$ cat src/rtl/mult_err_analyzer.sv
// mult_err_analyzer: streaming error-metric accumulator for approximate-multiplier
// evaluation. Each accepted (exact, approx) pair contributes to a sample count,
// an erroneous-sample count, a sum of error distances and a maximum error distance.
//
// Handshake: a pair transfers on a rising edge where in_valid && in_ready. in_ready
// is decoded from the registered FSM state only (high in RUN), so there is no
// combinational path from in_valid; in_valid while in_ready is low is ignored.
module mult_err_analyzer #(
    parameter int W     = 16,
    parameter int CNT_W = 32,
    parameter int ACC_W = 48
) (
    input  logic             clk,
    input  logic             rst,
    input  logic             start,
    input  logic             in_valid,
    output logic             in_ready,
    input  logic [W-1:0]     exact,
    input  logic [W-1:0]     approx,
    input  logic             last,
    output logic             busy,
    output logic             done,
    output logic [CNT_W-1:0] sample_count,
    output logic [CNT_W-1:0] err_count,
    output logic [ACC_W-1:0] ed_sum,
    output logic [W-1:0]     ed_max,
    output logic             overflow,
    output logic [1:0]       state_dbg
);
    // Sum is formed one bit wider than the larger of ed and the accumulator so
    // a carry out is visible for saturation even when ACC_W < W.
    localparam int SW = ((ACC_W > W) ? ACC_W : W) + 1;
    localparam logic [CNT_W-1:0] CNT_MAX = '1;
    localparam logic [ACC_W-1:0] ACC_MAX = '1;

    typedef enum logic [1:0] {
        IDLE  = 2'd0,
        RUN   = 2'd1,
        DRAIN = 2'd2,
        DONE  = 2'd3
    } state_t;

    state_t           state_q;
    logic             done_q;
    logic             accept;
    logic [W:0]       diff;
    logic [W-1:0]     ed_d;

    logic             v1_q;
    logic [W-1:0]     ed1_q;
    logic             nz1_q;

    logic [CNT_W-1:0] sample_count_q, sample_count_d;
    logic [CNT_W-1:0] err_count_q, err_count_d;
    logic [ACC_W-1:0] ed_sum_q, ed_sum_d;
    logic [W-1:0]     ed_max_q, ed_max_d;
    logic             overflow_q, overflow_d;
    logic [SW-1:0]    sum_wide;

    assign in_ready  = (state_q == RUN);
    assign busy      = (state_q == RUN) || (state_q == DRAIN);
    assign accept    = in_valid && in_ready;
    assign state_dbg = state_q;

    // |exact - approx| via a W+1-bit difference; the magnitude always fits W bits.
    assign diff = {1'b0, exact} - {1'b0, approx};
    assign ed_d = diff[W] ? (~diff[W-1:0] + W'(1)) : diff[W-1:0];

    // Run-control FSM: the DRAIN cycle lets the last beat leave stage 2, so done
    // rises in the same cycle the final totals become visible.
    always_ff @(posedge clk) begin
        if (rst) begin
            state_q <= IDLE;
            done_q  <= 1'b0;
        end else begin
            done_q <= 1'b0;
            case (state_q)
                IDLE:    if (start) state_q <= RUN;
                RUN:     if (accept && last) state_q <= DRAIN;
                DRAIN: begin
                    state_q <= DONE;
                    done_q  <= 1'b1;
                end
                DONE:    state_q <= IDLE;
                default: state_q <= IDLE;
            endcase
        end
    end

    // Stage 1: capture error distance and nonzero flag of the accepted beat.
    always_ff @(posedge clk) begin
        if (rst) begin
            v1_q  <= 1'b0;
            ed1_q <= '0;
            nz1_q <= 1'b0;
        end else begin
            v1_q <= accept;
            if (accept) begin
                ed1_q <= ed_d;
                nz1_q <= (ed_d != '0);
            end
        end
    end

    // Stage 2 next-state: clear on start, otherwise saturating accumulate.
    always_comb begin
        sample_count_d = sample_count_q;
        err_count_d    = err_count_q;
        ed_sum_d       = ed_sum_q;
        ed_max_d       = ed_max_q;
        overflow_d     = overflow_q;
        sum_wide       = SW'(ed_sum_q) + SW'(ed1_q);
        if ((state_q == IDLE) && start) begin
            sample_count_d = '0;
            err_count_d    = '0;
            ed_sum_d       = '0;
            ed_max_d       = '0;
            overflow_d     = 1'b0;
        end else if (v1_q) begin
            if (sample_count_q == CNT_MAX) begin
                overflow_d = 1'b1;
            end else begin
                sample_count_d = sample_count_q + CNT_W'(1);
            end
            if (nz1_q) begin
                if (err_count_q == CNT_MAX) begin
                    overflow_d = 1'b1;
                end else begin
                    err_count_d = err_count_q + CNT_W'(1);
                end
            end
            if (sum_wide > SW'(ACC_MAX)) begin
                ed_sum_d   = ACC_MAX;
                overflow_d = 1'b1;
            end else begin
                ed_sum_d = sum_wide[ACC_W-1:0];
            end
            if (ed1_q > ed_max_q) begin
                ed_max_d = ed1_q;
            end
        end
    end

    // Stage 2 registers: results hold between runs until the next start.
    always_ff @(posedge clk) begin
        if (rst) begin
            sample_count_q <= '0;
            err_count_q    <= '0;
            ed_sum_q       <= '0;
            ed_max_q       <= '0;
            overflow_q     <= 1'b0;
        end else begin
            sample_count_q <= sample_count_d;
            err_count_q    <= err_count_d;
            ed_sum_q       <= ed_sum_d;
            ed_max_q       <= ed_max_d;
            overflow_q     <= overflow_d;
        end
    end

    assign done         = done_q;
    assign sample_count = sample_count_q;
    assign err_count    = err_count_q;
    assign ed_sum       = ed_sum_q;
    assign ed_max       = ed_max_q;
    assign overflow     = overflow_q;

endmodule

$ cat config.mk
export PLATFORM = sky130hd
export DESIGN_NAME = mult_err_analyzer
export DESIGN_NICKNAME = d
export VERILOG_FILES = /design/src/rtl/mult_err_analyzer.sv
export SDC_FILE = /design/constraint.sdc
export NUM_CORES = 1
export LEC_CHECK = 0
export ABC_CLOCK_PERIOD_IN_PS = 10600
export CORE_ASPECT_RATIO = 1.75
export CORE_MARGIN = 2
export CORE_UTILIZATION = 55
export DETAILED_ROUTE_END_ITERATION = 8
export GPL_ROUTABILITY_DRIVEN = 1
export MAX_ROUTING_LAYER = met4
export PLACE_DENSITY = 0.81
export SLEW_MARGIN = 40
export SYNTH_ARGS = -nofsm -noshare
export SYNTH_HDL_FRONTEND = slang
export SYNTH_SLANG_ARGS = --single-unit
$ cat constraint.sdc
create_clock -name clk -period 10.6 [get_ports clk]
set_clock_uncertainty 0.2 [all_clocks]
set_input_delay 1.59 -clock clk [delete_from_list [all_inputs] [get_ports clk]]
set_output_delay 1.59 -clock clk [all_outputs]
set_load 0.02 [all_outputs]
==> results_dict.tcl <==
set metrics [dict create \
    critPathMaxFanout 6 \
    hold_path_startpoint "overflow" \
    synth-seq-cells 150 \
    tritoncts "done" \
    max_clock_freq_mhz 203.6 \
    portBuffers 170 \
    final_design_area_no_fill_um2 11490 \
    initial_core_util_pct 55.65 \
    fin_tns_setup_ps 0 \
    netlist-cell-type-count 73 \
    crit_path_cell_trace "clkdlybuf4s50_1 > ha_1 > inv_1 > fa_1 > a211oi_2 > nor4b_1 > nand4b_4 > nor4_4 > nand3_1 > o31ai_1 > xnor2_1 > nand3_1 > nor4_1 > a31oi_1" \
    remaining_drc_errors 0 \
    synth_nets 1214 \
    period_share_pct 46.33 \
    syn-instance-count 1119 \
    drive_gt1_share_pct 5.469 \
    startpoint_type "input pin" \
    global_route.usage.total_pct 28.21 \
    dp_worst_setup_slack_ps 5286 \
    ys_dominant_reg_cell "dfxtp_1" \
    fin_worst_hold_slack_ps 270.1 \
    net-switching-power_uw 572.2 \
    area_occupied_by_multi_input_gates_um2 5643 \
    combinationalPowerShare_pct 27.4 \
    drtIter0Drc 280 \
    design.die.area_um2 17570 \
    detailed_place_hpwl_um 18420 \
    reg2reg_to "ed_sum[42]" \
    clk_transition_reported_paths_ps 60 \
    setup.worst_path.class "input pin to register" \
    fp.coreArea_um2 16290 \
    finish.cell_count_without_fillers 1472 \
    setup_viol 0 \
    crit_required_ps 10690 \
    die-height_um 173.8 \
    commonest_non_fill_non_tap_cells_in_the_layout "169 x clkdlybuf4s50_1, 153 x nor2_1, 149 x dfxtp_1, 71 x inv_1, 62 x a21oi_1" \
    hold_path.class "register to register" \
    max_cap_violations 0 \
    n_fill_cell 1292 \
    place.detailed.instances 1440 \
    worst-r2r-setup-slack_ps 6670 \
    setup.worst_path.end_class "register" \
    drt-total-wl_um 24380 \
    synth-seq-area-share_pct 33.12 \
    final-max-slew-violation-count 0 \
    drt-vias-per-instance 5.918 \
    dpl-instance-area_um2 10920 \
    critPathArrivalTime_ps 5000 \
    power.share.clock_pct 35.4 \
    worst_skew_pair.late_latency_ps 430 \
    timing.critical_path.from "approx[0]" \
    cellLeakagePower_uw 0.004119 \
    r2r_cells 10 \
    slew_headroom_pct 52.28 \
    grt.overflow.total 0 \
    grt_first_pass_wirelength_um 39230 \
    power.switching_fraction_pct 34.33 \
    whs_endpoint "overflow" \
    report.final.hold_viol_count 0 \
    regArea_um2 3004 \
    worstReg2RegStart "ed1_q[11]" \
    worstMarginPinSlew_ps 714.2 \
    cts.repair_timing.setup_buffer_count 0 \
    cts_buffers 17 \
    hold_depth 2 \
    synth_enable_flop_cells 0 \
    grt_pass1_vias 8445 \
    clock_sink_count 150 \
    antennaDiodeCount 0 \
    io_pins 171 \
    max-clock-path-buffers 2 \
    ir_worst_vdd_v 0.0001301 \
    slowest_delay_ps 460 \
    post_cts_resized 0 \
    power_frac_seq_pct 37.2 \
    placementRows 62 \
    wire_length_per_cell_after_detailed_routing_um 16.57 \
    period_needed_ps 4911 \
    grt_max_degree 55 \
    postSynthAreaPerCell_um2 8.102 \
    via_count 8711 \
    horizontal_die_dimension_um 101.1 \
    number_of_antenna_violations_at_the_first_check_in_global_routing 0 \
    clock_tree.root_cell "clkbuf_16" \
    signed_area_change_from_the_synthesized_netlist_to_the_final_layout_pct 26.73 \
    pwr_density_cell_nw_per_um2 145.0 \
    postSynth.asyncResetShare_pct 0 \
    outcome "complete, no violations" \
    cellInternalPower_uw 1094 \
    post_layout_worst_setup_margin_ps 5689 \
    critPathMostFrequentCell "nand3_1" \
    htreeDepth 4 \
    rsz0062_at_grt "false" \
    gp_congestion 0.9322 \
    ant_nets 0 \
    drt_first_pass_iters 5 \
    cts_hold_repair.buffers 0 \
    layout.nets 1362 \
    synthesis.area_um2 9066 \
    yosys_synthesis_warning_count 0 \
    critPathSlowestCell "clkdlybuf4s50_1" \
    layout_commonest_cell "clkdlybuf4s50_1" \
]
-- stage by stage --
step | total power [uW] | util, %
6_report | 1667 | 70.53
5_1_grt | 1744 | 70.53
4_1_cts | 1674 | 70.56
3_5_place_dp | 1084 | 67.02
3_3_place_gp | 1060 | 66.57
2_1_floorplan | 944.9 | -
-- how the worst max path moves through the flow --
stage | to | slack [ps] | cells after the start
floorplan | nz1_q | 6080 | 14
global placement | nz1_q | 5180 | 13
detailed placement | nz1_q | 5290 | 15
CTS | nz1_q | 5710 | 14
global route | nz1_q | 5460 | 15
finish | nz1_q | 5690 | 14
-- power groups by stage --
| stage | Clock (uW) | Combinational, uW | Sequential, uW |
|---|---|---|---|
| final | 590 | 456 | 620 |
| after detailed placement | 0 | 452 | 632 |
| after CTS | 597 | 457 | 620 |
| after floorplan | 0 | 312 | 633 |
| after global placement | 0 | 428 | 632 |
| after global routing | 619 | 503 | 623 |
-- critical path, delay by kind of cell --
kind	cells	cell delay [ps]
fa+ha+maj	2	560
simple gates	6	1360
xor+xnor	1	200
buf+inv	2	510
compound gates	3	780
-- layout make-up --
class	instances	area share, %
multi-input combinational	852	49.11
inverter	71	2.320
sequential	150	26.15
clock inverter	14	1.198
tap	192	2.091
clock buffer	18	3.822
timing repair buffer	175	15.31
-- sequential cells by signal, indices dropped and copies added (netlist names) --
| register | cells |
|---|---|
| done | 1 |
| nz1_q | 1 |
| state_dbg | 2 |
| v1_q | 1 |
| err_count | 32 |
| overflow | 1 |
| ed_sum | 48 |
| ed_max | 16 |
| ed1_q | 16 |
| sample_count | 32 |
-- routing by layer --
layer	share of wire, %	vias to the layer above	GRT usage [%]	wire length, um
met2	54	255	51.57	13250
met3	4.0	75	4.677	980
met4	4.5	0	14.13	1090
li1	-	4285	-	-
met1	37	4096	27.88	9063
met5	0	-	-	0
-- cell families (layout without fill, tap and decap cells) --
family,Yosys count,count (layout),synth area share [%]
and+or+nand+nor,428,428,23.93
AOI/OAI and AO/OA,256,256,18.62
DFF,150,150,33.12
buffers and inverters,117,278,5.120
xor gates and xnor gates,87,87,8.487
adders and majority gates,58,58,8.170
muxes,23,23,2.553
-- synth_stat cells, types with 10 or more instances --
cell	instances	area (um2)
nor2_1	153	574.3
mux2i_1	22	220.2
nor3_1	32	160.2
and3_1	24	150.1
a21o_1	16	120.1
a211oi_1	21	157.7
ha_1	56	700.7
xnor2_1	44	385.4
dfxtp_1	150	3003
inv_1	71	266.5
or3_1	14	87.58
buf_2	11	55.05
o21ai_0	49	245.2
a21oi_1	64	320.3
nand2b_1	10	62.56
and4_1	11	96.34
xor2_1	42	367.9
nand2_1	59	221.5
nor2b_1	14	87.58
clkbuf_1	30	112.6
nand4_1	22	137.6
nand3_1	49	245.2
a31oi_1	22	137.6
Power figures use the tool's default switching activity.
